### config.mk
export PLATFORM = sky130hd
export DESIGN_NAME = slow_peripheral_arbiter_flat
export DESIGN_NICKNAME = d
export VERILOG_FILES = /design/src/rtl/slow_peripheral_arbiter_if.sv /design/src/rtl/slow_peripheral_arbiter.sv /design/src/flat_wrapper.sv
export SDC_FILE = /design/constraint.sdc
export NUM_CORES = 1
export LEC_CHECK = 0
export CAP_MARGIN = 30
export CORE_AREA = 3 3 94 96
export DETAILED_ROUTE_END_ITERATION = 16
export DIE_AREA = 0 0 97 99
export DONT_BUFFER_PORTS = 1
export PLACE_DENSITY = 0.46
export SLEW_MARGIN = 0
export SYNTH_ARGS = -nofsm -noshare
export SYNTH_HDL_FRONTEND = slang
export SYNTH_SLANG_ARGS = --single-unit
### constraint.sdc
create_clock -name clk -period 2.7 [get_ports clk]
set_input_delay 0.405 -clock clk [delete_from_list [all_inputs] [get_ports clk]]
set_output_delay 0.405 -clock clk [all_outputs]
set_load 0.005 [all_outputs]
### src/rtl/slow_peripheral_arbiter_if.sv
`default_nettype none
// ============================================================================
// Module   : slow_peripheral_arbiter_if
// Brief    : Requester and bridge-side Avalon-MM signals of the arbiter.
//            slave = arbiter view, master = requesters plus bridge view.
// Revision : 1.0
// ============================================================================
interface slow_peripheral_arbiter_if #(
   parameter int ADDR_W = 6,
   parameter int DATA_W = 32,
   parameter int BE_W   = 4
);
   logic [ADDR_W-1:0] req0_address;
   logic [BE_W-1:0]   req0_byteenable;
   logic              req0_read;
   logic              req0_write;
   logic [DATA_W-1:0] req0_writedata;
   logic              req0_waitrequest;
   logic [DATA_W-1:0] req0_readdata;
   logic              req0_readdatavalid;

   logic [ADDR_W-1:0] req1_address;
   logic [BE_W-1:0]   req1_byteenable;
   logic              req1_read;
   logic              req1_write;
   logic [DATA_W-1:0] req1_writedata;
   logic              req1_waitrequest;
   logic [DATA_W-1:0] req1_readdata;
   logic              req1_readdatavalid;

   logic [ADDR_W-1:0] bridge_address;
   logic [BE_W-1:0]   bridge_byteenable;
   logic              bridge_read;
   logic              bridge_write;
   logic [DATA_W-1:0] bridge_writedata;
   logic              bridge_waitrequest;
   logic [DATA_W-1:0] bridge_readdata;
   logic              bridge_readdatavalid;

   modport slave (
      input  req0_address, req0_byteenable, req0_read, req0_write, req0_writedata,
      output req0_waitrequest, req0_readdata, req0_readdatavalid,
      input  req1_address, req1_byteenable, req1_read, req1_write, req1_writedata,
      output req1_waitrequest, req1_readdata, req1_readdatavalid,
      output bridge_address, bridge_byteenable, bridge_read, bridge_write, bridge_writedata,
      input  bridge_waitrequest, bridge_readdata, bridge_readdatavalid
   );

   modport master (
      output req0_address, req0_byteenable, req0_read, req0_write, req0_writedata,
      input  req0_waitrequest, req0_readdata, req0_readdatavalid,
      output req1_address, req1_byteenable, req1_read, req1_write, req1_writedata,
      input  req1_waitrequest, req1_readdata, req1_readdatavalid,
      input  bridge_address, bridge_byteenable, bridge_read, bridge_write, bridge_writedata,
      output bridge_waitrequest, bridge_readdata, bridge_readdatavalid
   );
endinterface
`default_nettype wire

### src/rtl/slow_peripheral_arbiter.sv
`default_nettype none
// ============================================================================
// Module   : slow_peripheral_arbiter
// Brief    : Round-robin sharing of the bridge slave port between two masters,
//            with an in-order read tag FIFO steering readdatavalid back.
// Revision : 1.0
// ============================================================================
module slow_peripheral_arbiter #(
   parameter int ADDR_W      = 6,
   parameter int DATA_W      = 32,
   parameter int BE_W        = 4,
   parameter int MAX_PENDING = 8,
   parameter int PEND_W      = 4
) (
   input  wire logic                clk,
   input  wire logic                reset,
   slow_peripheral_arbiter_if.slave bus,
   output logic [PEND_W-1:0]        pending_count,
   output logic                     err_unexpected_rdv
);
   localparam int                 c_PTR_W = (MAX_PENDING > 1) ? $clog2(MAX_PENDING) : 1;
   localparam logic [0:0]         c_IDLE  = 1'b0;
   localparam logic [0:0]         c_BUSY  = 1'b1;
   localparam logic [PEND_W-1:0]  c_MAX   = PEND_W'(MAX_PENDING);
   localparam logic [c_PTR_W-1:0] c_LAST  = c_PTR_W'(MAX_PENDING - 1);

   logic [0:0]             r_state;
   logic                   r_grant;
   logic                   r_last_grant;
   logic [MAX_PENDING-1:0] r_tag;
   logic [c_PTR_W-1:0]     r_wptr;
   logic [c_PTR_W-1:0]     r_rptr;
   logic [PEND_W-1:0]      r_count;
   logic                   r_err;

   logic [1:0]        w_rd;
   logic [1:0]        w_wr;
   logic [1:0]        w_elig;
   logic              w_busy;
   logic              w_pop;
   logic              w_push;
   logic              w_accept;
   logic              w_rd_room;
   logic              w_g_rd;
   logic              w_g_wr;
   logic              w_head;
   logic              w_grant_nxt;
   logic [ADDR_W-1:0] w_addr;
   logic [BE_W-1:0]   w_be;
   logic [DATA_W-1:0] w_wdata;

   function automatic logic [c_PTR_W-1:0] f_adv(input logic [c_PTR_W-1:0] p);
      return (p == c_LAST) ? '0 : p + c_PTR_W'(1);
   endfunction

   assign w_rd   = {bus.req1_read,  bus.req0_read};
   assign w_wr   = {bus.req1_write, bus.req0_write};
   assign w_busy = (r_state == c_BUSY);
   assign w_pop  = bus.bridge_readdatavalid && (r_count != '0);
   assign w_head = r_tag[r_rptr];

   // A return in this cycle frees a slot early enough to grant a waiting read.
   assign w_rd_room   = (r_count < c_MAX) || w_pop;
   assign w_elig      = w_wr | (w_rd & {2{w_rd_room}});
   assign w_grant_nxt = (w_elig == 2'b11) ? ~r_last_grant : w_elig[1];

   assign w_g_rd   = r_grant ? w_rd[1] : w_rd[0];
   assign w_g_wr   = r_grant ? w_wr[1] : w_wr[0];
   assign w_accept = w_busy && (w_g_rd || w_g_wr) && !bus.bridge_waitrequest;
   assign w_push   = w_accept && w_g_rd && !w_g_wr;

   assign w_addr  = r_grant ? bus.req1_address    : bus.req0_address;
   assign w_be    = r_grant ? bus.req1_byteenable : bus.req0_byteenable;
   assign w_wdata = r_grant ? bus.req1_writedata  : bus.req0_writedata;

   always_ff @(posedge clk or posedge reset) begin
      if (reset) begin
         r_state      <= c_IDLE;
         r_grant      <= 1'b0;
         r_last_grant <= 1'b1;
         r_tag        <= '0;
         r_wptr       <= '0;
         r_rptr       <= '0;
         r_count      <= '0;
         r_err        <= 1'b0;
      end else begin
         case (r_state)
            c_IDLE: begin
               if (|w_elig) begin
                  r_grant <= w_grant_nxt;
                  r_state <= c_BUSY;
               end
            end
            c_BUSY: begin
               if (w_accept) begin
                  r_last_grant <= r_grant;
                  r_state      <= c_IDLE;
               end else if (!(w_g_rd || w_g_wr)) begin
                  r_state <= c_IDLE;
               end
            end
            default: r_state <= c_IDLE;
         endcase

         if (w_push) begin
            r_tag[r_wptr] <= r_grant;
            r_wptr        <= f_adv(r_wptr);
         end
         if (w_pop) begin
            r_rptr <= f_adv(r_rptr);
         end

         if (w_push && !w_pop) begin
            r_count <= r_count + PEND_W'(1);
         end else if (w_pop && !w_push) begin
            r_count <= r_count - PEND_W'(1);
         end

         if (bus.bridge_readdatavalid && (r_count == '0)) begin
            r_err <= 1'b1;
         end
      end
   end

   assign bus.bridge_address    = w_addr;
   assign bus.bridge_byteenable = w_be;
   assign bus.bridge_writedata  = w_wdata;
   assign bus.bridge_read       = w_busy && w_g_rd && !w_g_wr;
   assign bus.bridge_write      = w_busy && w_g_wr;

   assign bus.req0_waitrequest  = (w_busy && !r_grant) ? bus.bridge_waitrequest : 1'b1;
   assign bus.req1_waitrequest  = (w_busy &&  r_grant) ? bus.bridge_waitrequest : 1'b1;

   assign bus.req0_readdata      = bus.bridge_readdata;
   assign bus.req1_readdata      = bus.bridge_readdata;
   assign bus.req0_readdatavalid = w_pop && !w_head;
   assign bus.req1_readdatavalid = w_pop &&  w_head;

   assign pending_count      = r_count;
   assign err_unexpected_rdv = r_err;
endmodule
`default_nettype wire
### src/flat_wrapper.sv
// flat-port wrapper written by rule: the top's interface ports become plain ports
module slow_peripheral_arbiter_flat 
#(
   parameter int ADDR_W      = 6,
   parameter int DATA_W      = 32,
   parameter int BE_W        = 4,
   parameter int MAX_PENDING = 8,
   parameter int PEND_W      = 4
)
  (clk, reset, pending_count, err_unexpected_rdv, bus_req0_address, bus_req0_byteenable, bus_req0_read, bus_req0_write, bus_req0_writedata, bus_req0_waitrequest, bus_req0_readdata, bus_req0_readdatavalid, bus_req1_address, bus_req1_byteenable, bus_req1_read, bus_req1_write, bus_req1_writedata, bus_req1_waitrequest, bus_req1_readdata, bus_req1_readdatavalid, bus_bridge_address, bus_bridge_byteenable, bus_bridge_read, bus_bridge_write, bus_bridge_writedata, bus_bridge_waitrequest, bus_bridge_readdata, bus_bridge_readdatavalid);
  slow_peripheral_arbiter_if #(.ADDR_W(ADDR_W), .DATA_W(DATA_W), .BE_W(BE_W)) bus_i ();
  input  wire logic clk;
  input  wire logic reset;
  output logic [PEND_W-1:0] pending_count;
  output logic err_unexpected_rdv;
  input wire logic [$bits(bus_i.req0_address)-1:0] bus_req0_address;
  input wire logic [$bits(bus_i.req0_byteenable)-1:0] bus_req0_byteenable;
  input wire logic [$bits(bus_i.req0_read)-1:0] bus_req0_read;
  input wire logic [$bits(bus_i.req0_write)-1:0] bus_req0_write;
  input wire logic [$bits(bus_i.req0_writedata)-1:0] bus_req0_writedata;
  output wire logic [$bits(bus_i.req0_waitrequest)-1:0] bus_req0_waitrequest;
  output wire logic [$bits(bus_i.req0_readdata)-1:0] bus_req0_readdata;
  output wire logic [$bits(bus_i.req0_readdatavalid)-1:0] bus_req0_readdatavalid;
  input wire logic [$bits(bus_i.req1_address)-1:0] bus_req1_address;
  input wire logic [$bits(bus_i.req1_byteenable)-1:0] bus_req1_byteenable;
  input wire logic [$bits(bus_i.req1_read)-1:0] bus_req1_read;
  input wire logic [$bits(bus_i.req1_write)-1:0] bus_req1_write;
  input wire logic [$bits(bus_i.req1_writedata)-1:0] bus_req1_writedata;
  output wire logic [$bits(bus_i.req1_waitrequest)-1:0] bus_req1_waitrequest;
  output wire logic [$bits(bus_i.req1_readdata)-1:0] bus_req1_readdata;
  output wire logic [$bits(bus_i.req1_readdatavalid)-1:0] bus_req1_readdatavalid;
  output wire logic [$bits(bus_i.bridge_address)-1:0] bus_bridge_address;
  output wire logic [$bits(bus_i.bridge_byteenable)-1:0] bus_bridge_byteenable;
  output wire logic [$bits(bus_i.bridge_read)-1:0] bus_bridge_read;
  output wire logic [$bits(bus_i.bridge_write)-1:0] bus_bridge_write;
  output wire logic [$bits(bus_i.bridge_writedata)-1:0] bus_bridge_writedata;
  input wire logic [$bits(bus_i.bridge_waitrequest)-1:0] bus_bridge_waitrequest;
  input wire logic [$bits(bus_i.bridge_readdata)-1:0] bus_bridge_readdata;
  input wire logic [$bits(bus_i.bridge_readdatavalid)-1:0] bus_bridge_readdatavalid;
  assign bus_i.req0_address = bus_req0_address;
  assign bus_i.req0_byteenable = bus_req0_byteenable;
  assign bus_i.req0_read = bus_req0_read;
  assign bus_i.req0_write = bus_req0_write;
  assign bus_i.req0_writedata = bus_req0_writedata;
  assign bus_req0_waitrequest = bus_i.req0_waitrequest;
  assign bus_req0_readdata = bus_i.req0_readdata;
  assign bus_req0_readdatavalid = bus_i.req0_readdatavalid;
  assign bus_i.req1_address = bus_req1_address;
  assign bus_i.req1_byteenable = bus_req1_byteenable;
  assign bus_i.req1_read = bus_req1_read;
  assign bus_i.req1_write = bus_req1_write;
  assign bus_i.req1_writedata = bus_req1_writedata;
  assign bus_req1_waitrequest = bus_i.req1_waitrequest;
  assign bus_req1_readdata = bus_i.req1_readdata;
  assign bus_req1_readdatavalid = bus_i.req1_readdatavalid;
  assign bus_bridge_address = bus_i.bridge_address;
  assign bus_bridge_byteenable = bus_i.bridge_byteenable;
  assign bus_bridge_read = bus_i.bridge_read;
  assign bus_bridge_write = bus_i.bridge_write;
  assign bus_bridge_writedata = bus_i.bridge_writedata;
  assign bus_i.bridge_waitrequest = bus_bridge_waitrequest;
  assign bus_i.bridge_readdata = bus_bridge_readdata;
  assign bus_i.bridge_readdatavalid = bus_bridge_readdatavalid;
  slow_peripheral_arbiter #(.ADDR_W(ADDR_W), .DATA_W(DATA_W), .BE_W(BE_W), .MAX_PENDING(MAX_PENDING), .PEND_W(PEND_W)) u_core (.clk(clk), .reset(reset), .bus(bus_i), .pending_count(pending_count), .err_unexpected_rdv(err_unexpected_rdv));
endmodule
Word-level counts from Yosys, hierarchy flattened
Cells that the tools add are included.

Add/sub/neg operators: 4. Magnitude comparators: 4. Eq/ne operators: 3. Mux-type cells: 21. Bitwise operators: 4. Reductions and logical operators: 30.

Operator list (count): $mux 32 (1); $logic_and 1x1->1 (16); $mux 4 (3); $mux 1 (10); $bwmux 8 (1); $lt 3x4->1 const B (2); $add 3x1->3 const B (2); $eq 3x3->1 const B (2); $logic_not 1->1 (6); $mux 3 (2); $mux 6 (1); $add 4x1->4 const B (1); $logic_not 4->1 (1); $lt 4x4->1 const B (1); $reduce_and 2->1 (2); $reduce_bool 4->1 (1); $sub 4x1->4 const B (1); $bmux 1 s3 (1); $demux 1 s3 (1); $ge 3x1->1 const B (1); $and 2x2->2 (1); $eq 2x2->1 const B (1); $logic_or 1x1->1 (2); $not 1->1 (2); 4 further kinds (4).

Flip-flop bits (word level): 22. Output and inout port bits: 117. Logic and storage cells: 74.

Depth between registers and ports, before layout
Gate-level depths: netlist of the first run.

Depth after elaboration: 10. Gate-level depth with buffers: 10. Mapped depth without buffers: 9.

Worst setup path after synthesis of the first run
No wires, ideal clock.

Path kind: register -> register. Start: register u_core.r_count[0] (netlist: u_core.pending_count[0]). End: register u_core.r_count[3] (netlist: u_core.pending_count[3]). Setup time: 124 ps. Data arrival time: 2035 ps. Required time: 2576 ps. Slack: 541 ps. Cell stages (with the launch flop): 11. Buffers on the path: 1. Period minus slack after synthesis: 2159 ps. Cells stage by stage: dfrtp_1 -> nor4_1 -> nand2b_1 -> buf_2 -> ha_1 -> inv_1 -> ha_1 -> a21oi_1 -> and3_1 -> o21bai_1 -> xnor2_1.

Longest elaborated chain between the ends: 5.

RTL lines: from (decl) (RTL line slow_peripheral_arbiter.sv:33) `logic [PEND_W-1:0] r_count;`; from (signal assigned) (RTL line slow_peripheral_arbiter.sv:114) `r_count <= r_count + PEND_W'(1);`; from (signal assigned) (RTL line slow_peripheral_arbiter.sv:116) `r_count <= r_count - PEND_W'(1);`; branches (longest 5 deep; another with $sub 4x1->4).

Several ways; the timed one is not identified. The select of a mux whose other input is x is not followed. A chain may end at the register's enable or synchronous reset.

Worst setup path in the final report of the first run
Same ends and word-level chain as after synthesis.

==> results of run 1 <==
## cells in the mapped netlist
| cell type | count |
|---|---|
| buf_4 | 64 |
| mux2_2 | 54 |
| dfrtp_1 | 21 |
| a21oi_1 | 7 |
| ha_1 | 7 |
| nor2_1 | 7 |
| o21ai_0 | 6 |
| nand3_1 | 5 |
| buf_2 | 4 |
| inv_1 | 4 |
| nand2_1 | 4 |
| nor2b_1 | 4 |
| nand4b_1 | 3 |
| xnor2_1 | 3 |
| a21o_1 | 2 |
| clkbuf_1 | 2 |
| mux2_1 | 2 |
| mux2i_1 | 2 |
| mux4_2 | 2 |
| nand2b_1 | 2 |
| nand4_1 | 2 |
| a21oi_4 | 1 |
| a31o_2 | 1 |
| and3_1 | 1 |
| buf_1 | 1 |
| dfstp_2 | 1 |
| fa_1 | 1 |
| nand4bb_1 | 1 |
| nor3_1 | 1 |
| nor4_1 | 1 |
| o21bai_1 | 1 |
| o32ai_1 | 1 |
## critical path, stage by stage (launching register included)
cell      delay (ns)
dfrtp_1         0.46
nor4_1          0.42
nand2b_1        0.20
ha_1            0.16
inv_1           0.09
ha_1            0.33
a21oi_1         0.17
and3_1          0.17
o21bai_1        0.07
xnor2_1         0.12
## flip-flops by register name, indices dropped and copies added (netlist names)
signal	flops
u_core.pending_count	4
u_core.r_wptr	3
u_core.r_state	1
u_core.r_tag	8
u_core.r_grant	1
u_core.err_unexpected_rdv	1
u_core.r_last_grant	1
u_core.r_rptr	3
## through the flow
step	cell area [µm²]	instances
finish	1890	259
global route	1890	259
CTS	1890	259
detailed placement	1840	255
global placement	1840	255
floorplan	2200	218
## report_power, final
| part | leakage, nW | internal [mW] | total (mW) | switching [mW] |
|---|---|---|---|---|
| clock | 0.0228 | 0.105 | 0.215 | 0.110 |
| combinational | 0.448 | 0.559 | 1.04 | 0.479 |
| sequential | 0.269 | 0.486 | 0.664 | 0.178 |
| total | 0.739 | 1.15 | 1.92 | 0.768 |
## metal layers
layer	global-route usage, %	routed length [µm]
met1	12.4	2080
met2	14.6	2440
met3	9.70	1040
met4	1.62	68
met5	0	66
## how the worst max path moves through the flow
stage,start,to,slack [ns],cells after the start
after floorplan,u_core.pending_count[0],u_core.pending_count[3],0.54,10
final,u_core.pending_count[0],u_core.pending_count[3],0.40,9
after global routing,u_core.pending_count[0],u_core.pending_count[3],0.24,9
after detailed placement,u_core.pending_count[0],u_core.pending_count[3],0.44,9
after CTS,u_core.pending_count[0],u_core.pending_count[3],0.37,9
after global placement,bus_req0_write,u_core.pending_count[3],0.49,9
## cell families (layout without fill, tap and decap cells)
| family | after synthesis | count (layout) | share of synthesized area [%] |
|---|---|---|---|
| compound gates | 19 | 19 | 5.51 |
| buf+inv | 75 | 11 | 23.9 |
| mux | 60 | 60 | 31.6 |
| simple gates | 31 | 31 | 7.79 |
| flops | 22 | 22 | 25.1 |
| xor+xnor | 3 | 3 | 1.19 |
| fa+ha+maj | 8 | 8 | 4.89 |
## final cells by class
| class | count | area [µm²] | share of cell area (%) |
|---|---|---|---|
| Multi-Input combinational cell | 121 | 1120 | 59.4 |
| Sequential cell | 22 | 553 | 29.3 |
| Tap cell | 105 | 131 | 6.95 |
| Clock buffer | 4 | 45.0 | 2.38 |
| Timing Repair Buffer | 3 | 22.5 | 1.19 |
| Inverter | 4 | 15.0 | 0.795 |
## cells in the final DEF, fill, tap and decap left out, types with 2 or more instances in the layout
cell type	synthesis	final
a21o_1	2	2
a21oi_1	7	7
buf_4	64	3
clkbuf_8	0	3
dfrtp_1	21	20
ha_1	7	7
inv_1	4	4
mux2_1	2	2
mux2_2	54	54
mux2i_1	2	2
mux4_2	2	2
nand2_1	4	4
nand2b_1	2	2
nand3_1	5	5
nand4_1	2	2
nand4b_1	3	3
nor2_1	7	7
nor2b_1	4	4
o21ai_0	6	6
xnor2_1	3	3
==> key figures, run 1 <==
Status
  • Status: finished, final reports clean

Timing
  • RSZ-0062 raised after global routing: no
  • Final Setup Violations: 0
  • Clock skew: 0.00246 ns
  • Crit share post-route: 85.1%
  • Final worst slack: 0.401 ns
  • Fin crit period: 2.30 ns
  • Slew @ Worst Pin: 0.848 ns
  • Fmax: 435 MHz
  • Setup tns final: 0 ns
  • Relative slew slack: 43.4%
  • Slew Viols, Final: 0
  • Final hold violation count: 0
  • Worst hold slack: 0.196 ns

Power and ir drop
  • Tot Pwr: 1.92 mW
  • Maximum VDD drop: 0.000306 V
  • PwrDens: 1020 nW/µm²
  • Leakage: 0.739 nW

Drt
  • WL per Instance: 22.0 µm
  • Vias: 1299
  • Final ANT Viol Nets: 0
  • Detailed-route DRC error count: 0
  • First-pass DRT Iterations: 4
  • Via density: 5.02
  • Initial drt markers: 39
  • Routed WL: 5.69 mm

Clock network
  • H-tree Lvls: 1
  • CTS root buf: clkbuf_8
  • Clock tree from TritonCTS: done
  • Post-CTS Resized: 0
  • Clk sinks: 22
  • CTS Buffer Depth: 2
  • Post-CTS Setup Inserts: 0
  • Clk pin slew, worst setup/hold paths: 0.08 ns
  • Clk Latency, worst-skew pair: 0.26 ns
  • TritonCTS Buffers: 3
  • Hold Buf Count CTS: 0

Critical path
  • R2R cell count: 9
  • Worst Setup End Kind: flip-flop
  • Worst path required time: 2.85 ns
  • R2r startpoint: u_core.pending_count[0]
  • Critical Path AT: 2.45 ns
  • Worst Path Max Fanout: 5
  • Worst R2R End: u_core.pending_count[3]
  • Crit Path Category: reg2reg
  • R2R Setup Slk: 0.40 ns
  • CP startpoint kind: flip-flop

Die
  • Cell Rows: 33
  • Core ar.: 8130 µm²
  • Die Y: 99 µm
  • Die area: 9600 µm²
  • Initial core utilization: 27.1%
  • Ports: 241
  • Die width: 97 µm

Cells and area
  • # fillers: 864
  • Ant diodes: 0
  • Area grow syn2layout: -14.2%
  • Final Net Count: 287
  • Layout cells sized above 1: 42.9%
  • Layout Utilization: 23.2%

Job
  • Max-cap violations: 0

Synthesis
  • Post-synthesis register bit count: 22
  • Sequential area share after synthesis: 25.1%
  • Syn avg cell area: 10.1 µm²
  • Top post-synthesis cells by area: mux2_2 28%, dfrtp_1 24%, buf_4 22%
  • Syn_nets: 350
  • Yosys warnings: 0
  • Cell Area, Synth: 2200 µm²
  • Yosys top cell area share: 27.6%
  • Post-synthesis cell type count: 32
  • Largest area contributor in the netlist: mux2_2
  • Post-synthesis cell count: 218

Global routing
  • Vias in the first global route: 1226
  • Pin count of the biggest net entering global routing: 42
  • Initial antenna violation count: 5
  • GRT Overall Usage: 10.6%
  • Grt ovf: 0
  • First-pass GRT wire length: 7.79 mm

Place
  • Port Buffer Count: 0
  • Placement-stage worst setup slack: 0.442 ns
  • Dpl hpwl: 4.81 mm
  • GPL Wtd Cong: 0.804

Min path
  • HP Class: in2async
(Power assumes the default switching activity.)
==> run 2, diff against run 1 <==
--- a/config.mk
+++ b/config.mk
@@ -5,12 +5,13 @@
 export SDC_FILE = /design/constraint.sdc
 export NUM_CORES = 1
 export LEC_CHECK = 0
+export ABC_AREA = 1
 export CAP_MARGIN = 30
-export CORE_AREA = 3 3 94 96
+export CORE_AREA = 3 3 92 94
 export DETAILED_ROUTE_END_ITERATION = 16
-export DIE_AREA = 0 0 97 99
+export DIE_AREA = 0 0 95 97
 export DONT_BUFFER_PORTS = 1
-export PLACE_DENSITY = 0.46
+export PLACE_DENSITY = 0.48
 export SLEW_MARGIN = 0
 export SYNTH_ARGS = -nofsm -noshare
 export SYNTH_HDL_FRONTEND = slang
==> run 2 against run 1 <==
  * Critical path depth up 5
  * Via count is 39% higher
  * Die area is 4.0% lower
  * Utilization grew 1.7 points
  * Worst hold slack improved by 0.016 ns
  * Global-route usage rose by 4.5 points
  * First-iteration DRC count increased by 140%
  * Highest routed layer unchanged
==> key figures, run 2 <==
Drt
  • Via density: 4.74 (-5.4%)
  • Final ANT Viol Nets: 0 (unchanged)
  • WL per Instance: 19.7 µm (-10%)
  • Routed WL: 7.50 mm (+32%)
  • First-pass DRT Iterations: 4 (unchanged)
  • Vias: 1803 (+39%)
  • Initial drt markers: 93 (+140%)
  • Detailed-route DRC error count: 0 (unchanged)

Timing
  • Slew Viols, Final: 0 (unchanged)
  • Clock skew: 0.00501 ns (+0.00256 ns)
  • RSZ-0062 raised after global routing: no
  • Final worst slack: 0.374 ns (-0.0272 ns)
  • Final Setup Violations: 0 (unchanged)
  • Relative slew slack: 39.1% (-4.3 points)
  • Fmax: 430 MHz (-1.2%)
  • Final hold violation count: 0 (unchanged)
  • Fin crit period: 2.33 ns (+0.0272 ns)
  • Setup tns final: 0 ns (unchanged)
  • Slew @ Worst Pin: 0.912 ns (+0.0640 ns)
  • Crit share post-route: 86.2% (+1.0 points)

Synthesis
  • Post-synthesis cell type count: 24 (-25%)
  • Syn_nets: 476 (+36%)
  • Cell Area, Synth: 2230 µm² (+1.1%)
  • Post-synth EDFFs: 0 (unchanged)
  • Syn avg cell area: 6.47 µm² (-36%)
  • Post-synthesis register bit count: 22 (unchanged)
  • Main synth FF type: dfrtp_1
  • Post-synthesis cell count: 344 (+58%)
  • Yosys top cell area share: 25.8% (-1.8 points)
  • Largest area contributor in the netlist: nand2_1
  • Yosys warnings: 0 (unchanged)
  • Top-count cell post-synth: nand2_1
  • Top post-synthesis cells by area: nand2_1 26%, dfrtp_1 24%, buf_4 22%
  • Top cells by count, synth: 153 x nand2_1, 64 x buf_4, 21 x dfrtp_1
  • Sequential area share after synthesis: 24.8% (-0.28 points)
  • Post-synth ARST share: 100% (unchanged)

Status
  • Status: finished, final reports clean

Cells and area
  • Most frequent cells in the layout: 153 x nand2_1, 20 x dfrtp_1, 18 x nor2_1, 13 x nand3_1, 12 x inv_1
  • Ant diodes: 0 (unchanged)
  • Most flop-heavy register: u_core.r_tag
  • Layout Utilization: 24.9% (+1.7 points)
  • Layout cells sized above 1: 7.91% (-35 points)
  • Final std cells w/o fill: 380 (+47%)
  • Area grow syn2layout: -13.4%
  • Final Net Count: 411 (+43%)
  • Commonest non-fill, non-tap cell in the layout: nand2_1
  • Max reg flops: 8 (unchanged)

Critical path
  • R2R Setup Slk: 0.37 ns (-0.03 ns)
  • Max stage delay on crit path: 0.44 ns (-0.02 ns)
  • R2R cell count: 14 (+5)
  • Buffers and inverters on the worst path: 2 (+1)
  • Worst R2R End: u_core.pending_count[3]
  • R2r startpoint: u_core.r_grant
  • Worst path required time: 2.86 ns (about the same)
  • Worst Setup End Kind: flip-flop
  • Critical path's slowest cell: dfrtp_2
  • Critical Path AT: 2.49 ns (+0.04 ns)
  • CP startpoint kind: flip-flop
  • CP top delay family: adder cells
  • Worst Path Max Fanout: 16 (+11)
  • Crit path cell chain: buf_4, nand2_1, o21ai_2, nor2_4, nand2_4, nor2_8, ha_1, inv_1, ha_1, a21oi_1, nand2_1, a21oi_1, o21ai_0, xnor2_1
  • Crit Path Category: reg2reg

Min path
  • HP Class: in2async

Place
  • Port Buffer Count: 0 (unchanged)
  • Dpl hpwl: 6.33 mm (+31%)
  • Placement-stage worst setup slack: 0.351 ns (-0.0911 ns)
  • Placed Cells: 376 (+47%)
  • GPL Wtd Cong: 0.788 (-2.0%)

Clock network
  • Clk Latency, worst-skew pair: 0.27 ns (about the same)
  • Clk sinks: 22 (unchanged)
  • Hold Buf Count CTS: 0 (unchanged)
  • CTS root buf: clkbuf_8
  • Post-CTS Resized: 0 (unchanged)
  • H-tree Lvls: 1 (unchanged)
  • TritonCTS Buffers: 3 (unchanged)
  • Clock tree from TritonCTS: done
  • CTS Buffer Depth: 2 (unchanged)
  • Clk pin slew, worst setup/hold paths: 0.09 ns (about the same)
  • Post-CTS Setup Inserts: 0 (unchanged)

Die
  • Ports: 241 (unchanged)
  • Initial core utilization: 28.8% (+1.7 points)
  • Die Y: 97 µm (-2.0%)
  • Core ar.: 7730 µm² (-5.0%)
  • Cell Rows: 32 (-3.0%)
  • Die area: 9220 µm² (-4.0%)
  • Die width: 95 µm (-2.1%)

Global routing
  • Grt ovf: 0 (unchanged)
  • Pin count of the biggest net entering global routing: 53 (+26%)
  • Initial antenna violation count: 3 (-2)
  • First-pass GRT wire length: 10.3 mm (+32%)
  • GRT Overall Usage: 15.1% (+4.5 points)
  • Vias in the first global route: 1615 (+32%)

Job
  • Max-cap violations: 0 (unchanged)

Power and ir drop
  • PwrDens: 1150 nW/µm² (+13%)
  • Maximum VDD drop: 0.000256 V (-16%)
  • Tot Pwr: 2.21 mW (+15%)
  • Leakage: 1.02 nW (+38%)
==> run 2: logic make-up (layout without fill, tap and decap cells) <==
kind of cell    count (synthesis)  in the layout  synth area share, %
flops                          22             22                 24.8
simple gates                  189            189                 34.2
buf+inv                        89             23                 26.5
fa+ha+maj                       8              8                 4.83
compound gates                 31             31                 7.48
xor+xnor                        3              3                 1.18
mux                             2              2                 1.01
==> run 2: layer usage <==
metal | GRT usage, % | routed length, µm | up-vias
met3 | 8.94 | 1070 | 18
met2 | 20.6 | 3030 | 129
met5 | 0 | 38 | -
li1 | - | - | 867
met1 | 20.5 | 3270 | 783
met4 | 3.22 | 91 | 6
==> run 2: layout make-up <==
cell class | instances | area (µm²)
clock inverter | 1 | 30.0
timing repair buffer | 5 | 37.5
fill | 859 | 5800
multi-input combinational | 233 | 1080
tap | 102 | 128
clock buffer | 3 | 41.3
inverter | 14 | 52.6
sequential | 22 | 553
==> run 2: worst register-to-register path, cell delays in order (launching register included) <==
cell     delay, ns
dfrtp_2       0.44
buf_4         0.20
nand2_1       0.09
o21ai_2       0.07
nor2_4        0.10
nand2_4       0.07
nor2_8        0.09
ha_1          0.16
inv_1         0.09
ha_1          0.33
a21oi_1       0.14
nand2_1       0.07
a21oi_1       0.11
o21ai_0       0.11
xnor2_1       0.13
==> run 2: how the worst max path moves through the flow <==
stage / from / to / slack, ns / cells past startpoint
2_1_floorplan: u_core.r_grant / u_core.pending_count[3] / 0.47 / 15
3_3_place_gp: u_core.r_grant / u_core.pending_count[3] / 0.42 / 14
3_5_place_dp: u_core.r_grant / u_core.pending_count[3] / 0.35 / 14
4_1_cts: u_core.r_grant / u_core.pending_count[3] / 0.35 / 14
5_1_grt: u_core.r_grant / u_core.pending_count[3] / 0.19 / 14
6_report: u_core.r_grant / u_core.pending_count[3] / 0.37 / 14
==> run 2: power breakdown <==
| group | internal [mW] | switching, mW |
|---|---|---|
| Sequential | 0.485 | 0.179 |
| Combinational | 0.420 | 0.809 |
| Clock | 0.198 | 0.121 |
| Total | 1.10 | 1.11 |
==> run 2: metrics by stage <==
| stage | area (µm²) | hold WS (ns) |
|---|---|---|
| 3_3_place_gp | 1860 | 0.473 |
| 3_5_place_dp | 1860 | 0.474 |
| 6_report | 1930 | 0.212 |
| 4_1_cts | 1930 | 0.256 |
| 2_1_floorplan | 2230 | 0.393 |
| 5_1_grt | 1930 | 0.270 |
==> run 3, diff against run 2 <==
--- a/config.mk
+++ b/config.mk
@@ -11,7 +11,6 @@
 export DETAILED_ROUTE_END_ITERATION = 16
 export DIE_AREA = 0 0 95 97
 export DONT_BUFFER_PORTS = 1
-export PLACE_DENSITY = 0.48
 export SLEW_MARGIN = 0
 export SYNTH_ARGS = -nofsm -noshare
 export SYNTH_HDL_FRONTEND = slang
==> run 3 against run 2 <==
  * Clock power is 3% lower
  * Final area is 0.45% higher
  * Wire length is 3.3% higher
  * Final cell count is 1.1% higher
  * Die area stayed put
  * Critical path type unchanged
==> key figures, run 3 (synthesis results as in run 2) <==
Timing
  • Slew Viols, Final: 0 (unchanged)
  • Final hold violation count: 0 (unchanged)
  • Final worst slack: 0.309 ns (-0.0653 ns)
  • Fin crit period: 2.39 ns (+0.0653 ns)
  • Fmax: 418 MHz (-2.7%)
  • Setup tns final: 0 ns (unchanged)
  • Slew @ Worst Pin: 0.852 ns (-0.0603 ns)
  • Crit share post-route: 88.6% (+2.4 points)
  • Worst hold slack: 0.190 ns (-0.0217 ns)
  • RSZ-0062 raised after global routing: no
  • Final Setup Violations: 0 (unchanged)
  • Relative slew slack: 43.1% (+4.0 points)
  • Clock skew: 0.00751 ns (+0.00249 ns)

Clock network
  • CTS root buf: clkbuf_8
  • Post-CTS Resized: 0 (unchanged)
  • Post-CTS Setup Inserts: 0 (unchanged)
  • CTS Buffer Depth: 2 (unchanged)
  • Clk Latency, worst-skew pair: 0.27 ns (about the same)
  • H-tree Lvls: 1 (unchanged)
  • Hold Buf Count CTS: 0 (unchanged)
  • TritonCTS Buffers: 3 (unchanged)
  • Clk sinks: 22 (unchanged)
  • Clk pin slew, worst setup/hold paths: 0.09 ns (about the same)
  • Clock tree from TritonCTS: done

Die
  • Die width: 95 µm (unchanged)
  • Initial core utilization: 28.8% (unchanged)
  • Die Y: 97 µm (unchanged)
  • Ports: 241 (unchanged)
  • Cell Rows: 32 (unchanged)
  • Core ar.: 7730 µm² (unchanged)
  • Die area: 9220 µm² (unchanged)

Min path
  • HP Class: in2async

Drt
  • Via density: 4.94 (+4.1%)
  • Final ANT Viol Nets: 0 (unchanged)
  • WL per Instance: 20.2 µm (+2.2%)
  • Detailed-route DRC error count: 0 (unchanged)
  • Initial drt markers: 101 (+8.6%)
  • Routed WL: 7.75 mm (+3.3%)
  • Vias: 1896 (+5.2%)
  • First-pass DRT Iterations: 4 (unchanged)

Global routing
  • GRT Overall Usage: 15.8% (+0.64 points)
  • First-pass GRT wire length: 10.6 mm (+3.8%)
  • Grt ovf: 0 (unchanged)
  • Initial antenna violation count: 5 (+2)
  • Pin count of the biggest net entering global routing: 53 (unchanged)
  • Vias in the first global route: 1762 (+9.1%)

Status
  • Status: finished, final reports clean

Cells and area
  • Max reg flops: 8 (unchanged)
  • Final instance area: 1940 µm² (+0.45%)
  • Commonest non-fill, non-tap cell in the layout: nand2_1
  • Most flop-heavy register: u_core.r_tag
  • Most frequent cells in the layout: 153 x nand2_1, 21 x dfrtp_1, 18 x nor2_1, 13 x nand3_1, 12 x inv_1
  • Layout cells sized above 1: 7.55% (-0.36 points)
  • Final std cells w/o fill: 384 (+1.1%)
  • Final Net Count: 411 (unchanged)
  • Layout Utilization: 25.0% (+0.11 points)
  • Area grow syn2layout: -13.0%

Place
  • Placement-stage worst setup slack: 0.348 ns (-0.00298 ns)
  • Dpl hpwl: 6.63 mm (+4.8%)
  • Placed Cells: 376 (unchanged)
  • Port Buffer Count: 0 (unchanged)
  • GPL Wtd Cong: 0.865 (+9.8%)
  • Post-DP Area: 1850 µm² (about the same)

Critical path
  • Worst path required time: 2.86 ns (about the same)
  • Worst Setup End Kind: flip-flop
  • Worst Path Max Fanout: 15 (-1)
  • CP top delay family: adder cells
  • Critical Path AT: 2.55 ns (+0.06 ns)
  • CP startpoint kind: flip-flop
  • Critical path's slowest cell: dfrtp_1
  • Buffers and inverters on the worst path: 2 (unchanged)
  • Max stage delay on crit path: 0.43 ns (about the same)
  • Crit Path Category: reg2reg
  • Crit path cell chain: buf_4, nand2_1, o21ai_2, nor2_4, nand2_4, nor2_8, ha_1, inv_1, ha_1, a21oi_1, nand2_1, a21oi_1, o21ai_0, xnor2_1

Power and ir drop
  • Tot Pwr: 2.20 mW (-0.75%)
  • PwrDens: 1130 nW/µm² (-1.2%)
  • Leakage: 1.02 nW (+0.11%)
  • Maximum VDD drop: 0.000202 V (-21%)

Job
  • Max-cap violations: 0 (unchanged)
## run 3: cell types whose count changed in the layout (fill, tap and decap cells not counted)
cell,before,now
dfrtp_2,1,0
dfrtp_1,20,21
diode_2,0,4
## run 3: per-layer routing
layer / vias up / share of wire [%] / GRT usage (%) / wire length [µm]
li1: 875 / - / - / -
met1: 826 / 41 / 20.2 / 3210
met2: 160 / 41 / 21.8 / 3200
met3: 27 / 14 / 8.32 / 1100
met4: 8 / 2.5 / 6.66 / 192
met5: - / 0.63 / 0 / 49
## run 3: cell type report
type                       instances  area (µm²)
multi-input combinational        233        1080
tap                              102         128
timing repair buffer               5        37.5
clock buffer                       3        41.3
sequential                        22         552
inverter                          14        52.6
clock inverter                     1        30.0
fill                             860        5790
antenna                            4        10.0
## run 3: power breakdown
group / leakage [nW] / switching, mW / internal, mW
Clock: 0.0357 / 0.111 / 0.198
Combinational: 0.717 / 0.808 / 0.419
Sequential: 0.269 / 0.176 / 0.483
Total: 1.02 / 1.09 / 1.10
## run 3: final timing paths
| path | from | endpoint | slack [ns] | cells after the start |
|---|---|---|---|---|
| max | u_core.r_grant | u_core.pending_count[3] | 0.31 | 14 |
| min | reset | u_core.r_rptr[2] | 0.19 | 1 |
| max reg2reg | u_core.r_grant | u_core.pending_count[3] | 0.31 | 14 |
| min reg2reg | u_core.r_last_grant | u_core.r_last_grant | 0.50 | 2 |
| max in group asynchronous | reset | u_core.r_wptr[2] | 1.97 | 1 |
| min in group clk | bus_bridge_waitrequest | u_core.r_state | 0.28 | 2 |
## run 3: worst reg2reg max path, stage by stage (launching register included)
cell and delay, ns:
dfrtp_1 0.43, buf_4 0.21, nand2_1 0.09, o21ai_2 0.07, nor2_4 0.11, nand2_4 0.08, nor2_8 0.09, ha_1 0.15
inv_1 0.09, ha_1 0.34, a21oi_1 0.15, nand2_1 0.09, a21oi_1 0.13, o21ai_0 0.12, xnor2_1 0.14
